===== src/rtl/fu_dpi_pipe.sv =====
// fu_dpi_pipe: pipelined data-processing-immediate functional unit.
// Executes MOVN/MOVZ/MOVK, ADR/ADRP and ADD/ADDS/SUB/SUBS immediate.
// Latency and in-flight capacity are both STAGES.
// Optional feature macro: FU_DPI_PIPE_ILLEGAL_EN adds the out_illegal port.

package fu_dpi_pipe_pkg;

   // Per-op result payload carried down the pipeline
   typedef struct packed {
      logic [63:0] data0;
      logic [3:0]  nzcv;
      logic [2:0]  dv;
   } res_t;

endpackage

module fu_dpi_pipe
   import fu_dpi_pipe_pkg::*;
#(
   parameter int unsigned STAGES = 2,
   parameter int unsigned PRN_W  = 7,
   parameter int unsigned ID_W   = 6
) (
   input  logic             clk,
   input  logic             rst,
   input  logic             flush,
   input  logic             in_valid,
   output logic             in_ready,
   input  logic [31:0]      in_inst,
   input  logic [63:0]      in_op_a,
   input  logic [63:0]      in_pc,
   input  logic [PRN_W-1:0] in_prn,
   input  logic [ID_W-1:0]  in_inst_id,
   output logic             out_valid,
   input  logic             out_ready,
   output logic [63:0]      out_data0,
   output logic [63:0]      out_data2,
   output logic [2:0]       out_data_valid,
   output logic [PRN_W-1:0] out_prn,
   output logic [ID_W-1:0]  out_inst_id
`ifdef FU_DPI_PIPE_ILLEGAL_EN
   ,
   output logic             out_illegal
`endif
);

   localparam int unsigned LAST = STAGES - 1;

   logic              sf;
   logic [5:0]        mw_shift;
   logic [63:0]       mw_imm;
   logic [63:0]       mw_mask;
   logic [63:0]       mw_val;
   logic [63:0]       pr_off;
   logic [63:0]       as_imm;
   logic [63:0]       as_b;
   logic [64:0]       sum64;
   logic [32:0]       sum32;
   logic              as_n;
   logic              as_z;
   logic              as_c;
   logic              as_v;
   res_t              ent;
   logic              accept;

   logic [STAGES-1:0] stg_valid;
   logic [STAGES-1:0] adv;
   res_t              stg_res [STAGES];
   logic [PRN_W-1:0]  stg_prn [STAGES];
   logic [ID_W-1:0]   stg_id  [STAGES];

   // Shared operand preparation for the three instruction classes
   assign sf       = in_inst[31];
   assign mw_shift = {in_inst[22:21], 4'b0000};
   assign mw_imm   = 64'(in_inst[20:5]) << mw_shift;
   assign mw_mask  = 64'h0000_0000_0000_FFFF << mw_shift;
   assign pr_off   = 64'($signed({in_inst[23:5], in_inst[30:29]}));
   assign as_imm   = in_inst[22] ? {40'd0, in_inst[21:10], 12'd0} : {52'd0, in_inst[21:10]};
   assign as_b     = in_inst[30] ? ~as_imm : as_imm;
   assign sum64    = {1'b0, in_op_a} + {1'b0, as_b} + 65'(in_inst[30]);
   assign sum32    = {1'b0, in_op_a[31:0]} + {1'b0, as_b[31:0]} + 33'(in_inst[30]);

   // Flags come from the 32-bit adder when sf=0; C is carry-out (not borrow)
   assign as_n = sf ? sum64[63] : sum32[31];
   assign as_z = sf ? (sum64[63:0] == 64'd0) : (sum32[31:0] == 32'd0);
   assign as_c = sf ? sum64[64] : sum32[32];
   assign as_v = sf ? ((in_op_a[63] == as_b[63]) && (sum64[63] != in_op_a[63]))
                    : ((in_op_a[31] == as_b[31]) && (sum32[31] != in_op_a[31]));

   // Move-wide value selection by opc
   always_comb begin
      mw_val = '0;
      case (in_inst[30:29])
         2'b00:   mw_val = ~mw_imm;
         2'b10:   mw_val = mw_imm;
         default: mw_val = (in_op_a & ~mw_mask) | mw_imm;
      endcase
   end

   // Decode and result formation at entry; anything unrecognised leaves ent zero
   always_comb begin
      ent = '0;
      if (in_inst[28:23] == 6'b100101) begin
         if ((in_inst[30:29] != 2'b01) && !(!sf && in_inst[22])) begin
            ent.data0 = sf ? mw_val : {32'd0, mw_val[31:0]};
            ent.dv    = 3'b001;
         end
      end else if (in_inst[28:24] == 5'b10000) begin
         ent.data0 = sf ? ({in_pc[63:12], 12'd0} + (pr_off << 12)) : (in_pc + pr_off);
         ent.dv    = 3'b001;
      end else if (in_inst[28:23] == 6'b100010) begin
         ent.data0 = sf ? sum64[63:0] : {32'd0, sum32[31:0]};
         ent.nzcv  = in_inst[29] ? {as_n, as_z, as_c, as_v} : 4'd0;
         ent.dv    = {in_inst[29], 1'b0, !(in_inst[29] && (in_inst[4:0] == 5'd31))};
      end
   end

   // Advance chain: a stage moves when it is empty or its successor moves
   always_comb begin
      adv       = '0;
      adv[LAST] = !stg_valid[LAST] || out_ready;
      for (int k = int'(STAGES) - 2; k >= 0; k--) begin
         adv[k] = !stg_valid[k] || adv[k+1];
      end
   end

   assign in_ready = adv[0];
   assign accept   = in_valid && in_ready && !flush;

   // Pipeline registers; flush kills valids only, payload is don't-care when invalid
   always_ff @(posedge clk or posedge rst) begin
      if (rst) begin
         stg_valid <= '0;
         for (int k = 0; k < int'(STAGES); k++) begin
            stg_res[k] <= '0;
            stg_prn[k] <= '0;
            stg_id[k]  <= '0;
         end
      end else begin
         if (flush) begin
            stg_valid <= '0;
         end else begin
            if (adv[0]) begin
               stg_valid[0] <= accept;
            end
            for (int k = 1; k < int'(STAGES); k++) begin
               if (adv[k]) begin
                  stg_valid[k] <= stg_valid[k-1];
               end
            end
         end
         if (accept) begin
            stg_res[0] <= ent;
            stg_prn[0] <= in_prn;
            stg_id[0]  <= in_inst_id;
         end
         for (int k = 1; k < int'(STAGES); k++) begin
            if (adv[k] && stg_valid[k-1]) begin
               stg_res[k] <= stg_res[k-1];
               stg_prn[k] <= stg_prn[k-1];
               stg_id[k]  <= stg_id[k-1];
            end
         end
      end
   end

`ifdef FU_DPI_PIPE_ILLEGAL_EN
   logic ent_illegal;
   logic stg_ill [STAGES];

   // Every legal op writes Rd or flags, so an empty write mask marks an illegal op
   assign ent_illegal = (ent.dv == 3'b000);

   // Illegal flag travels alongside the payload
   always_ff @(posedge clk or posedge rst) begin
      if (rst) begin
         for (int k = 0; k < int'(STAGES); k++) begin
            stg_ill[k] <= 1'b0;
         end
      end else begin
         if (accept) begin
            stg_ill[0] <= ent_illegal;
         end
         for (int k = 1; k < int'(STAGES); k++) begin
            if (adv[k] && stg_valid[k-1]) begin
               stg_ill[k] <= stg_ill[k-1];
            end
         end
      end
   end

   assign out_illegal = stg_ill[LAST];
`endif

   assign out_valid      = stg_valid[LAST];
   assign out_data0      = stg_res[LAST].data0;
   assign out_data2      = {60'd0, stg_res[LAST].nzcv};
   assign out_data_valid = stg_res[LAST].dv;
   assign out_prn        = stg_prn[LAST];
   assign out_inst_id    = stg_id[LAST];

endmodule


===== config.mk =====
export PLATFORM = sky130hd
export DESIGN_NAME = fu_dpi_pipe
export DESIGN_NICKNAME = d
export VERILOG_FILES = /design/src/rtl/fu_dpi_pipe.sv
export SDC_FILE = /design/constraint.sdc
export NUM_CORES = 1
export LEC_CHECK = 0
export BUFFER_PORTS_ARGS = -buffer_cell sky130_fd_sc_hd__buf_2
export CORE_AREA = 2 2 282 284
export CTS_BUF_LIST = sky130_fd_sc_hd__clkbuf_16
export CTS_CLUSTER_SIZE = 16
export DETAILED_ROUTE_END_ITERATION = 7
export DIE_AREA = 0 0 284 286
export GPL_TIMING_DRIVEN = 0
export PLACE_DENSITY = 0.44
export SLEW_MARGIN = 25
export SYNTH_ARGS = -nofsm -noshare
export SYNTH_HDL_FRONTEND = slang
export SYNTH_SLANG_ARGS = --single-unit

===== constraint.sdc =====
create_clock -name clk -period 6.3 [get_ports clk]
set_input_delay 0.315 -clock clk [delete_from_list [all_inputs] [get_ports clk]]
set_output_delay 0.315 -clock clk [all_outputs]
set_load 0.02 [all_outputs]

==> impl_results.md, run 1 <==
- Fillers: 8790
- Unrepaired setup endpoints after global routing: false
- Reg area: 4200 sq um
- Core ar.: 78400 sq um
- # rows: 103
- Combinational power share: 47.0%
- Initial core utilization: 24.7%
- Clock Sinks: 168
- WP data arrival: 6430 ps
- Worst-margin pin slew: 1050 ps
- Total grt overflow: 0
- CP Launch Type: input pin
- Root buf cell: clkbuf_16
- Overall power: 4.35 mW
- Final hold vios: 0
- Minimum clock period: 6040 ps
- EDFF count, synth: 0
- Seq/Total Area, Yosys: 21.7%
- Synthesized area per cell: 7.53 sq um
- DRT antenna net count: 0
- Bufs on Longest Clock Path: 2
- GPL Wtd Cong: 0.975
- Worst Skew: 14.1 ps
- Psw: 1.85 mW
- Max Cap Viol: 0
- Share of cells above drive strength 1: 20.0%
- Number of instances in the placed design: 3945
- Leakage power: 10.6 nW
- Primary FF master, synth: dfrtp_1
- Synth area leader: dfrtp_1
- Ys async rst share: 100%
- Vias: 20226
- HP Class: input pin to flip-flop
- Synth area leaders: dfrtp_1, ha_1, nand2_1
- Cell Count, Final, Fillers Out: 3985
- Highest clock rate: 166 MHz
- Yosys top cell area share: 21.7%
- Post-DP HPWL: 72500 um
- CP Class: input pin to flip-flop
- # setup viols final: 0
- Slew headroom: 29.8%
- Drt pass-1 iters: 8
- Final Util: 29.2%
- Fin crit share: 95.9%
- Port Buffer Count: 262
- Int Pwr: 2.50 mW
- Fin area: 22900 sq um
- Status: completed
- Max Slew Vio Count: 0
- Reg power frac: 28.2%
- Maximum vdd drop: 0.215 mV
- Area Growth Syn to Fin: 18.3%
- Initial antenna violation count: 22
- WP data required: 6690 ps
- Vias per inst: 5.08
- Number of setup buffers added after CTS: 0
- DRC Markers: 0
- Die Width: 284 um
- Clock buffer count from CTS: 17
- Setup_tns: 0 ps
- First-pass GRT wire length: 127000 um
- Routed WL: 87200 um
- Synthesized area: 19400 sq um
- Reg clk slew, reported paths: 70 ps
- Nets: 3248
- Crit Path Max Fanout: 44
- Pwr dens: 190 nW/um^2
- Yosys reg bits: 168
- WL per Instance: 21.9 um
- Skew-Pair Late Insertion Delay: 480 ps
- Die height: 286 um
- CTS tree: yes
- Io pins: 324
- Clock power frac: 24.9%
- GRT Total Usage: 20.9%
- Element type at the critical path end: flip-flop
- Vias in the first global route: 19270
- 1st-iter DRT viols: 1896
- Multi-input gate area: 13600 sq um
- Die ar.: 81200 sq um
- Largest net degree at the start of global routing: 86
- Syn Inst Count: 2571
- Net Sw Frac: 42.6%
- Post-placement cell area: 22300 sq um
- CTS H-tree depth: 4
- Unique cell type count in the Yosys netlist: 90
- Yosys warnings: 0
layer usage:
| metal | track usage [%] | share of wire (%) |
|---|---|---|
| met1 | 28.0 | 45 |
| met2 | 33.5 | 45 |
| met3 | 3.64 | 6.9 |
| met4 | 7.63 | 3.2 |
| met5 | 0 | 0.079 |
power groups by stage:
stage	Clock [mW]	Combinational (mW)	Sequential [mW]
global route	1.15	2.22	1.24
floorplan	0	1.38	1.23
detailed placement	0	2.00	1.25
finish	1.08	2.04	1.22
global placement	0	2.01	1.25
CTS	1.12	2.02	1.23
cells in the mapped netlist (5+ instances only):
library cell / n
nor3_1: 25
a21o_1: 60
nand4_1: 48
nand3_1: 28
nand2_1: 481
o21a_1: 22
ha_1: 154
a221o_1: 13
nand3b_1: 7
and2_1: 7
o21bai_1: 27
o21ai_0: 215
inv_1: 45
buf_1: 5
a31oi_1: 32
xor2_1: 45
a222oi_1: 8
o41ai_1: 5
or2_2: 5
xnor2_1: 109
nor4_1: 9
nor2_1: 137
mux2_2: 83
nand2b_1: 24
or3_1: 10
o211ai_1: 18
clkbuf_1: 122
a21oi_1: 263
a41oi_1: 5
o221a_2: 5
dfrtp_1: 168
buf_4: 144
a21boi_0: 16
a311oi_1: 8
o22ai_1: 27
and3_1: 12
o221ai_1: 10
a221oi_1: 18
o31ai_1: 11
nor2b_1: 26
nor3b_1: 5
o2111ai_1: 5
a211oi_1: 17
or4_1: 6
metrics by stage:
stage               setup WS (ps)  hold slack, ps
CTS                          25.0            16.2
detailed placement          -1100             462
global placement            -1410             459
floorplan                    1260             378
finish                        261            33.1
global route                 3.86            33.7
flip-flops by register name, indices dropped and copies added (netlist names), 4 cells and up:
| register | cells |
|---|---|
| stg_id | 6 |
| out_inst_id | 6 |
| out_data2 | 4 |
| stg_res | 70 |
| stg_prn | 7 |
| out_prn | 7 |
| out_data0 | 64 |
critical path, cell delays in order:
cell and delay (ps):
buf_6 360, buf_6 240, clkinvlp_4 280, clkbuf_2 370, buf_2 330, xnor2_1 190, ha_1 370, a21oi_1 330
nand2_1 170, o21ai_2 300, a31oi_2 240, o31ai_1 590, a22oi_1 340, a31oi_1 360, xor2_1 310, nand4_1 120
or3_2 440, or4_1 560, o21ai_1 140
kinds of logic after synthesis:
family | Yosys count | share of synthesized area (%)
muxes | 86 | 4.98
and+or+nand+nor | 845 | 19.3
buffers and inverters | 324 | 9.50
DFF | 168 | 21.7
adders and majority gates | 157 | 10.3
xor gates and xnor gates | 154 | 6.97
AOI/OAI and AO/OA | 836 | 27.2
other | 1 | 0.0194
what timing repair did:
item,CTS,global route
gates resized for setup,5,7
hold endpoints to repair,83,0
setup endpoints to repair,4,4
pin swaps,0,0
hold buffers,1,0
final timing paths:
check                                         start  slack (ps)  cells after the start                   endpoint
setup / recovery                        in_inst[30]         260                     19    stg_res[76]$_DFFE_PP0P_
hold / removal                            in_prn[4]          30                      3    stg_prn[11]$_DFFE_PP0P_
setup reg to reg           stg_valid[1]$_DFFE_PP0P_        1940                     12    stg_res[76]$_DFFE_PP0P_
hold reg to reg             stg_prn[11]$_DFFE_PP0P_         470                      2    stg_prn[11]$_DFFE_PP0P_
max in group asynchronous                       rst        4910                      4    stg_res[80]$_DFFE_PP0P_
min in group asynchronous                       rst         490                      3  out_data0[58]$_DFFE_PP0P_
cell type report:
type | count | area share [%]
sequential | 168 | 18.4
clock inverter | 15 | 0.683
timing repair buffer | 265 | 5.98
clock buffer | 17 | 1.86
inverter | 45 | 0.787
antenna | 9 | 0.0983
tap | 1050 | 5.74
buffer | 277 | 7.29
multi-input combinational | 2139 | 59.2
cells in the final DEF (no fill, tap or decap), types with 26 or more instances in the layout:
master,instances
nand2_1,481
a21oi_1,263
buf_2,261
o21ai_0,214
dfrtp_1,168
ha_1,154
buf_4,145
nor2_1,137
clkbuf_1,116
xnor2_1,109
mux2_2,83
conb_1,61
a21o_1,60
nand4_1,48
xor2_1,45
inv_1,43
a31oi_1,32
nand3_1,28
o21bai_1,27
o22ai_1,27
nor2b_1,26
Power figures use the tool's default switching activity.
==> run 2, diff against run 1 <==
Settings changed: CORE_AREA 2 2 282 284 to 3 3 283 285, DIE_AREA 0 0 284 286 to 0 0 286 288, HOLD_SLACK_MARGIN set to 0.08.
==> run 2 against run 1 <==
  * Via count grew 1.5%
  * Flip-flop and latch count is the same
  * Critical endpoint unchanged
  * Global-route usage shrank 0.12 points
  * Register-to-register slack lost 50 ps
  * Critical path type unchanged
  * Worst hold slack gained 120 ps
==> impl_results.md, run 2 (synthesized netlist as in run 1, its figures left out) <==
- Number of instances in the placed design: 3934
- Final hold slack: 157 ps
- Die Width: 286 um
- WL per Instance: 22.0 um
- Highest clock rate: 164 MHz
- Max Slew Vio Count: 0
- Final hold vios: 0
- Slew headroom: 28.1%
- Clock Sinks: 168
- Worst path top cell family by delay: simple AND/OR/NAND/NOR gates
- First-pass GRT wire length: 128000 um
- Reg power frac: 27.9%
- CP Cell Sequence: buf_6 -> buf_6 -> clkinvlp_4 -> clkbuf_2 -> buf_2 -> xnor2_1 -> ha_1 -> nand2_1 -> o31ai_1 -> nand3b_1 -> a31oi_1 -> nor2_1 -> xnor2_1 -> nor4_1 -> nand4_1 -> or4_1 -> or4_1 -> or4_1 -> o21ai_1
- Post-DP HPWL: 73400 um
- Leakage power: 10.7 nW
- Initial core utilization: 24.9%
- Root buf cell: clkbuf_16
- Die height: 288 um
- Int Pwr: 2.51 mW
- Port Buffer Count: 262
- Worst Skew: 25.7 ps
- Initial antenna violation count: 27
- HP Class: input pin to flip-flop
- Skew-Pair Late Insertion Delay: 480 ps
- Multi-input gate area: 13600 sq um
- Post-place setup slack: -1060 ps
- CP Launch Type: input pin
- Max Cap Viol: 0
- Worst-margin pin slew: 1080 ps
- Core ar.: 77600 sq um
- CTS tree: yes
- WP data required: 6660 ps
- Bufs and invs on worst path: 5
- Vias in the first global route: 19484
- Total grt overflow: 0
- Pwr dens: 190 nW/um^2
- DRC Markers: 0
- Psw: 1.88 mW
- Crit path top cell by count: or4_1
- Die ar.: 82400 sq um
- Most frequent cells in the layout: nand2_1, a21oi_1, buf_2
- Bufs on Longest Clock Path: 2
- # setup viols final: 0
- Area Growth Syn to Fin: 19.1%
- Status: completed
- Cell Count, Final, Fillers Out: 3993
- Nets: 3261
- Io pins: 324
- Vias per inst: 5.14
- Fin crit share: 96.9%
- Maximum vdd drop: 0.216 mV
- Element type at the critical path end: flip-flop
- Routed WL: 87900 um
- Clock power frac: 25.4%
- Reg-to-reg slack, setup: 1890 ps
- Vias: 20531
- Top reg by flops: stg_res
- Fillers: 8683
- Number of setup buffers added after CTS: 0
- Crit Path Max Fanout: 44
- Net Sw Frac: 42.8%
- GPL Wtd Cong: 0.986
- Drt pass-1 iters: 6
- Reg clk slew, reported paths: 70 ps
- Combinational power share: 46.7%
- Minimum clock period: 6110 ps
- Reg area: 4200 sq um
- Most common cell after layout, fill and taps aside: nand2_1
- Slowest CP cell: o31ai_1
- Fin area: 23100 sq um
- Unrepaired setup endpoints after global routing: false
- Number of flip-flops under the largest register name: 70
- 1st-iter DRT viols: 1745
- Share of cells above drive strength 1: 19.9%
- Post-route setup slack: 195 ps
- GRT Total Usage: 20.8%
- Clock buffer count from CTS: 17
- DRT antenna net count: 0
- CTS H-tree depth: 4
- WP data arrival: 6460 ps
- Post-placement cell area: 22200 sq um
- Slowest Stage Delay on Critical Path: 590 ps
- Largest net degree at the start of global routing: 88
- # rows: 102
- CP Class: input pin to flip-flop
-- run 2: cell count changes in the layout (fill, tap and decap cells not counted), moves of 2 or more --
cell,change
diode_2,+5
clkinv_8,+3
dlygate4sd3_1,+14
inv_8,-2
-- run 2: timing repair --
item / in CTS / in global routing
endpoints found under the hold margin: 96 / 0
hold buffers: 15 / 0
setup endpoints to repair: 4 / 2
resized for setup: 4 / 7
-- run 2: power groups by stage --
stage | registers, mW | clock network, mW | logic, mW
floorplan | 1.23 | 0 | 1.38
finish | 1.23 | 1.11 | 2.05
detailed placement | 1.25 | 0 | 2.01
global placement | 1.25 | 0 | 2.01
CTS | 1.23 | 1.15 | 2.02
global route | 1.24 | 1.18 | 2.23
-- run 2: worst reg2reg max path, stage by stage (launching register included) --
cell	delay [ps]
dfrtp_1	400
nand3b_1	200
nand4b_1	400
nor4_1	490
o2111ai_1	200
a2111o_1	300
nand4b_1	190
nor4_1	370
nand4_1	180
or4_1	480
or4_1	430
or4_1	420
o21ai_1	240
-- run 2: cell type report --
| type | count | area share (%) |
|---|---|---|
| Antenna cell | 14 | 0.152 |
| Buffer | 277 | 7.24 |
| Clock buffer | 17 | 1.84 |
| Clock inverter | 15 | 0.792 |
| Inverter | 45 | 0.781 |
| Multi-Input combinational cell | 2139 | 58.8 |
| Sequential cell | 168 | 18.2 |
| Tap cell | 1040 | 5.64 |
| Timing Repair Buffer | 278 | 6.49 |
-- run 2: stage by stage --
stage	util (%)	TNS, ps	power (mW)
3_5_place_dp	28.7	-5070	3.25
2_1_floorplan	-	0	2.61
5_1_grt	29.7	0	4.65
6_report	29.7	0	4.39
3_3_place_gp	28.6	-199820	3.26
4_1_cts	29.6	0	4.40
-- run 2: final timing paths --
check / from / end / cells past startpoint
max: in_inst[30] / stg_res[76]$_DFFE_PP0P_ / 19
min: in_valid / stg_valid[0]$_DFFE_PP0P_ / 3
max reg2reg: stg_valid[1]$_DFFE_PP0P_ / stg_res[76]$_DFFE_PP0P_ / 12
min reg2reg: stg_prn[12]$_DFFE_PP0P_ / stg_prn[12]$_DFFE_PP0P_ / 2
max in group asynchronous: rst / stg_res[83]$_DFFE_PP0P_ / 4
min in group asynchronous: rst / stg_res[138]$_DFFE_PP0P_ / 3
-- run 2: metal layers --
layer,vias to the layer above,track usage [%],wire (um)
met5,-,0,77
met4,14,6.91,2510
met3,132,3.21,5860
met2,779,33.4,39600
met1,9796,28.3,39900
li1,9810,-,-
